[src/rtl/encoder_16x4.sv]
// Sequential 16-to-4 priority encoder. It collects request lines into a pending set and
// hands out one index per ready/valid transfer. Define ENCODER_RR_EN to get round-robin selection.
module encoder_16x4 (
    input  logic        clk,
    input  logic        rst_n,
    input  logic [15:0] inputs,
    input  logic        ready,
    output logic [3:0]  outputs,
    output logic        valid,
    output logic [4:0]  count,
    output logic        overflow
);

    localparam logic [0:0] ST_IDLE = 1'b0;
    localparam logic [0:0] ST_HOLD = 1'b1;

    logic [0:0]  state_q,    state_d;
    logic [15:0] pending_q,  pending_d;
    logic [3:0]  outputs_q,  outputs_d;
    logic [4:0]  count_q,    count_d;
    logic        overflow_q, overflow_d;

    logic        accept;
    logic [15:0] pop_mask;
    logic [15:0] cand;
    logic [3:0]  next_sel;

    function automatic logic [4:0] popcount16(input logic [15:0] v);
        logic [4:0] cnt;
        cnt = '0;
        for (int i = 0; i < 16; i++) begin
            cnt = cnt + 5'(v[i]);
        end
        return cnt;
    endfunction

`ifdef ENCODER_RR_EN
    logic [3:0] rr_ptr_q, rr_ptr_d;

    // The search starts just past the last granted index. The 4-bit add wraps 15 back to 0.
    function automatic logic [3:0] sel_rr(input logic [15:0] v, input logic [3:0] last);
        logic [3:0] start;
        logic [3:0] pos;
        logic [3:0] idx;
        start = last + 4'd1;
        idx   = '0;
        for (int i = 15; i >= 0; i--) begin
            pos = start + 4'(i);
            if (v[pos]) idx = pos;
        end
        return idx;
    endfunction
`else
    function automatic logic [3:0] sel_lowest(input logic [15:0] v);
        logic [3:0] idx;
        idx = '0;
        for (int i = 15; i >= 0; i--) begin
            if (v[i]) idx = 4'(i);
        end
        return idx;
    endfunction
`endif

    // NOTE: every variable written here gets a default first, so no path can leave it unassigned and infer a latch.
    always_comb begin
        accept     = (state_q == ST_HOLD) && ready;
        pop_mask   = accept ? (16'd1 << outputs_q) : 16'd0;
        pending_d  = (pending_q & ~pop_mask) | inputs;
        overflow_d = overflow_q | (|(inputs & pending_q & ~pop_mask));
        count_d    = popcount16(pending_d);

        // In HOLD the next index comes from the post-transfer set. In IDLE it comes from the current set.
        cand = (state_q == ST_HOLD) ? pending_d : pending_q;
`ifdef ENCODER_RR_EN
        rr_ptr_d = accept ? outputs_q : rr_ptr_q;
        next_sel = sel_rr(cand, rr_ptr_d);
`else
        next_sel = sel_lowest(cand);
`endif

        state_d   = state_q;
        outputs_d = outputs_q;
        case (state_q)
            ST_IDLE: begin
                if (|pending_q) begin
                    outputs_d = next_sel;
                    state_d   = ST_HOLD;
                end
            end
            ST_HOLD: begin
                if (ready) begin
                    if (|pending_d) begin
                        outputs_d = next_sel;
                    end else begin
                        state_d = ST_IDLE;
                    end
                end
            end
            default: state_d = ST_IDLE;
        endcase
    end

    // NOTE: sequential state uses non-blocking assignments, so every register samples the pre-edge values.
    always_ff @(posedge clk) begin
        if (!rst_n) begin
            state_q    <= ST_IDLE;
            pending_q  <= '0;
            outputs_q  <= '0;
            count_q    <= '0;
            overflow_q <= 1'b0;
        end else begin
            state_q    <= state_d;
            pending_q  <= pending_d;
            outputs_q  <= outputs_d;
            count_q    <= count_d;
            overflow_q <= overflow_d;
        end
    end

`ifdef ENCODER_RR_EN
    always_ff @(posedge clk) begin
        if (!rst_n) begin
            rr_ptr_q <= 4'd15;
        end else begin
            rr_ptr_q <= rr_ptr_d;
        end
    end
`endif

    assign outputs  = outputs_q;
    assign valid    = (state_q == ST_HOLD);
    assign count    = count_q;
    assign overflow = overflow_q;

endmodule

[config.mk]
export PLATFORM = sky130hd
export DESIGN_NAME = encoder_16x4
export DESIGN_NICKNAME = d
export VERILOG_FILES = /design/src/rtl/encoder_16x4.sv
export SDC_FILE = /design/constraint.sdc
export NUM_CORES = 1
export LEC_CHECK = 0
export BUFFER_PORTS_ARGS = -buffer_cell sky130_fd_sc_hd__buf_2
export CORE_ASPECT_RATIO = 1.2
export CORE_MARGIN = 3
export CORE_UTILIZATION = 35
export CTS_CLUSTER_SIZE = 16
export DETAILED_ROUTE_END_ITERATION = 16
export PLACE_DENSITY_LB_ADDON = 0.3
export SYNTH_ARGS = -nofsm -noshare
export SYNTH_HDL_FRONTEND = slang
export SYNTH_SLANG_ARGS = --single-unit
[constraint.sdc]
create_clock -name clk -period 14.15 [get_ports clk]
set_input_delay 1.415 -clock clk [delete_from_list [all_inputs] [get_ports clk]]
set_output_delay 1.415 -clock clk [all_outputs]
set_load 0.005 [all_outputs]
Yosys cells after proc, flatten, opt, wreduce, memory -nomap -nowiden
Cells that the tools add are included.
W data, S select, Z words.
{"block": "classes", "addsub": 15, "n_eq_ne": 3, "n_shift": 1, "n_mux": 26, "bitwise": 7, "n_reduce_logical": 5}
{"operator": "$mux W4", "count": 19}
{"operator": "$add A5 B1 Y5", "count": 11}
{"operator": "$and A16 B16 Y16", "count": 3}
{"operator": "$reduce_or A16 Y1", "count": 3}
{"operator": "$mux W16", "count": 2}
{"operator": "$not A16 Y16", "count": 1}
{"operator": "$or A16 B16 Y16", "count": 1}
{"operator": "$shl A1 B4 Y16 const A", "count": 1}
{"operator": "$pmux W4 S2", "count": 1}
{"operator": "$add A4 B1 Y5", "count": 1}
{"operator": "$add A3 B1 Y4", "count": 1}
{"operator": "$ne A2 B2 Y1 const B", "count": 2}
{"operator": "$add A2 B1 Y3", "count": 1}
{"operator": "$mux W1", "count": 3}
{"operator": "$reduce_and A3 Y1", "count": 1}
{"operator": "$add A1 B1 Y2", "count": 1}
{"operator": "$ne A2 B1 Y1 const B", "count": 1}
{"operator": "$pmux W1 S2", "count": 1}
{"operator": "$logic_and A1 B1 Y1", "count": 1}
{"operator": "$not A1 Y1", "count": 1}
{"operator": "$or A1 B1 Y1", "count": 1}
{"block": "totals", "ff_bits": 27, "elab_cells": 62}

Depth between registers and ports, before layout
{"block": "depth", "word_depth": 25, "ltp_mapped": 17, "depth_no_buf": 15}

Worst setup path after synthesis
OpenSTA, ideal clock, no wires.
{"block": "synth_path", "kind": "input to register", "start": "input port ready", "end": "register count_q[3] (netlist: count[3])", "arrival_time_ns": 5.099, "slack_ns": 8.933, "path_stages": 16, "path_cell_list": "buf_4 -> nand3b_1 -> o31a_1 -> nor2_1 -> inv_1 -> fa_1 -> fa_1 -> fa_1 -> inv_1 -> fa_1 -> inv_1 -> ha_1 -> a21o_1 -> a21oi_1 -> xor2_1 -> nor2_1"}
{"block": "synth_between", "elab_chain_len": 20}
{"element": "start, declared", "line_no": "7", "text": "input logic ready,"}
{"element": "$logic_and A1 B1 Y1", "line_no": "66", "text": "accept = (state_q == ST_HOLD) && ready;"}
{"element": "$mux W16", "line_no": "67", "text": "pop_mask = accept ? (16'd1 << outputs_q) : 16'd0;"}
{"element": "$not A16 Y16", "line_no": "68", "text": "pending_d = (pending_q & ~pop_mask) | inputs;"}
{"element": "$and A16 B16 Y16", "line_no": "68"}
{"element": "$or A16 B16 Y16", "line_no": "68"}
{"element": "via pending_d[0]", "line_no": "18", "text": "logic [15:0] pending_q, pending_d;"}
{"element": "$add A1 B1 Y2", "line_no": "32", "text": "cnt = cnt + 5'(v[i]);"}
{"element": "$add A2 B1 Y3", "line_no": "32"}
{"element": "$add A3 B1 Y4", "line_no": "32"}
{"element": "$add A4 B1 Y5", "line_no": "32"}
{"element": "$add A5 B1 Y5 (11 in series)", "line_no": "32"}
{"element": "end signal, assigned", "line_no": "115", "text": "count_q <= count_d;"}
{"element": "end, declared", "line_no": "20", "text": "logic [4:0] count_q, count_d;"}
The timed path passes the listed nets, and every way through them passes these cells.
A chain may end at the register's enable or synchronous reset.

Worst setup path after layout
Ends and elaborated chain as after synthesis.

==> results.ini <==
[run_status]
run_status = complete, no violations

[grt]
antenna_found_initial = 0
grt_max_degree = 36
grt_usage_pct = 18.8
overflow = 0
first_global_vias = 2030
grt_pass1_wl_um = 10500

[timing]
max_clock_freq_mhz = 185
tns_ns = 0
rsz0062_at_grt = no
post-route-min-period_ns = 5.41
fin_skew_ns = 0.00232
slew_headroom_pct = 49.5
setup_viol = 0
tightest_slew_ns = 0.756
slew_viol_final = 0
hold_violations = 0
post-route-period-util_pct = 38.2

[critical_path]
crit_family = adder cells
crit_top_cell = fa_1
end_kind = flop
path_class = in -> reg
cp_slowest_stage_delay_ns = 0.58
path_buf_inv = 4
cp_data_required_time_ns = 14.32
slowest_stage = fa_1
crit_arrival_ns = 5.58
start_kind = input port
path_max_fanout = 9
path_cells = buf_2 > nand3b_1 > o31a_1 > nor2_1 > inv_1 > fa_1 > fa_1 > fa_1 > inv_1 > fa_1 > inv_1 > ha_1 > a21o_1 > a21oi_1 > xor2_1 > nor2_1

[hold_path]
hold_path.class = reg -> reg

[logic_synthesis]
syn_avg_cell_area_um2 = 8.14
yosys.area.top_type_share_pct = 25.4
synth_mux_area_share_pct = 1.06
synth_seq_cells = 27
ys_top_cells_by_area = dfxtp_1 25%, fa_1 9.4%, nor2_1 4.9%, a21oi_1 4.0%, and2_1 3.8%
synth_top_family_by_area = simple AND/OR/NAND/NOR gates
synth.yosys.warnings = 0
ys.flop_type = dfxtp_1
synth-simple-area-share_pct = 30.3
yosys.cell_types.count = 60
syn_nets = 296
synth_edf_count = 0
synth_top_cell_by_area = dfxtp_1
synth_fa_ha_area_share_pct = 13.0
seq_area_frac_synth_pct = 25.4
syn_area_um2 = 2120
synth_compound_gate_area_share_pct = 24.1
postSynthCellCount = 261
synth_xor_area_share_pct = 0.412
async_reset_ff_share_pct = 0

[final_layout]
drive_gt1_share_pct = 16.1
finalNetCount = 321
fillCellCount = 615
final_common_cell = buf_2
antenna_cells = 0
layout_common_cells = 29 x buf_2, 28 x nor2_1, 27 x dfxtp_1
layoutNonFillerInstCount = 365
fin_util_pct = 41.0
seq_area_um2 = 541
area_delta_synth_final_pct = 11.5
multi_input_area_um2 = 1460

[clock_tree]
htreeDepth = 1
cts_resized = 0
clockBufferDepth = 2
cts_tree = built
clock_latency_ns = 0.28
clock-sinks = 27
holdBufCountCts = 0
clkTransAtPathRegs_ns = 0.09
cts_made_buffers = 3
post-cts-setup-buffer-count = 0
cts-root-buf = clkbuf_8

[power_and_ir_drop]
swShare_pct = 37.5
p_sw_w = 0.0000957
clkPwrFrac_pct = 17.7
p_int_w = 0.000159
worst_ir_drop_vdd_mv = 0.0865
pwr_density_cell_nw_per_um2 = 108
pwr-share-seq_pct = 37.2
p_comb_share_pct = 45.1
leakage_nw = 0.958

[placed_design]
port_buffers = 29
dpl.hpwl_um = 4980
placedCellCount = 361
gp_congestion = 1.01

[floorplanning]
coreArea_um2 = 5780
fp.dieW_um = 77.1
dieArea_um2 = 7040
start_util_pct = 36.8
num_rows = 30
die_h_um = 91.3
io_pins = 30

[drt]
route.detailed.drc = 0
via_per_inst = 6.05
drt-total-wl_um = 6470
wl_per_cell_um = 17.7
num_vias = 2207
drt_iter0_drc = 261
antenna_left = 0
dr.pass1.iters = 5

[job]
maxCapViolations = 0

cell usage after synthesis, drive strengths merged (4+ instances only):
library cell	instances
a21oi	17
a31oi	7
and2	14
buf	7
dfxtp	27
fa	10
ha	6
inv	17
nand2	21
nand2b	5
nand4	5
nor2	28
nor2b	4
nor3	12
nor4	5
o21ai	8
o31a	4
or2	6
flip-flops by register name, summed over array words and instances, names as in the netlist:
name / flops
pending_q: 16
overflow: 1
valid: 1
count: 5
outputs: 4
layer usage:
layer / vias up / track usage [%] / share of wire (%)
li1: 1008 / - / -
met1: 1023 / 26.4 / 44
met2: 152 / 27.5 / 44
met3: 24 / 3.17 / 8.2
met4: 0 / 9.64 / 3.9
met5: - / 0 / 0
metrics by stage:
stage          setup WS (ns)  area, µm²  hold WS, ns  total power (W)
2_1_floorplan           8.93       2120        0.531         0.000178
3_3_place_gp            8.47       2320        0.596         0.000212
3_5_place_dp            8.45       2320        0.599         0.000212
4_1_cts                 8.74       2370        0.615         0.000257
5_1_grt                 8.51       2370        0.680         0.000279
6_report                8.74       2370        0.620         0.000255
area by class of cell:
type / count / share of cell area, %
multi-input cells: 206 / 61.8
clock buffers: 4 / 1.90
repair buffers: 30 / 6.44
flip-flops and latches: 27 / 22.8
inverters: 18 / 2.85
well taps: 80 / 4.23
worst paths after layout:
check                          startpoint  cells after the start                       to  slack (ns)
setup / recovery                    ready                     16      count[3]$_SDFF_PN0_        8.74
hold / removal    pending_q[6]$_SDFF_PN0_                      2  pending_q[6]$_SDFF_PN0_        0.62
setup reg to reg  outputs[0]$_SDFFE_PN0P_                     15      count[3]$_SDFF_PN0_        9.32
hold reg to reg   pending_q[6]$_SDFF_PN0_                      2  pending_q[6]$_SDFF_PN0_        0.62
cells by family after synthesis:
family / after synthesis
AND/OR/NAND/NOR: 116
AO/OA/AOI/OAI: 71
buffers and inverters: 28
flip-flops: 27
adder cells (fa/ha/maj): 16
multiplexers: 2
XOR/XNOR: 1
tightest hold or removal path, stage by stage (launching register included):
cell and delay, ns:
dfxtp_1 0.35, o31ai_1 0.14, a21oi_1 0.09
power by group through the flow:
stage	combinational [W]	sequential, W	clock, W
after floorplan	0.0000849	0.0000935	0
after global placement	0.000115	0.0000962	0
after detailed placement	0.000116	0.0000959	0
after CTS	0.000117	0.0000943	0.0000462
after global routing	0.000133	0.0000957	0.0000502
final	0.000115	0.0000948	0.0000450
(Power assumes the default switching activity.)
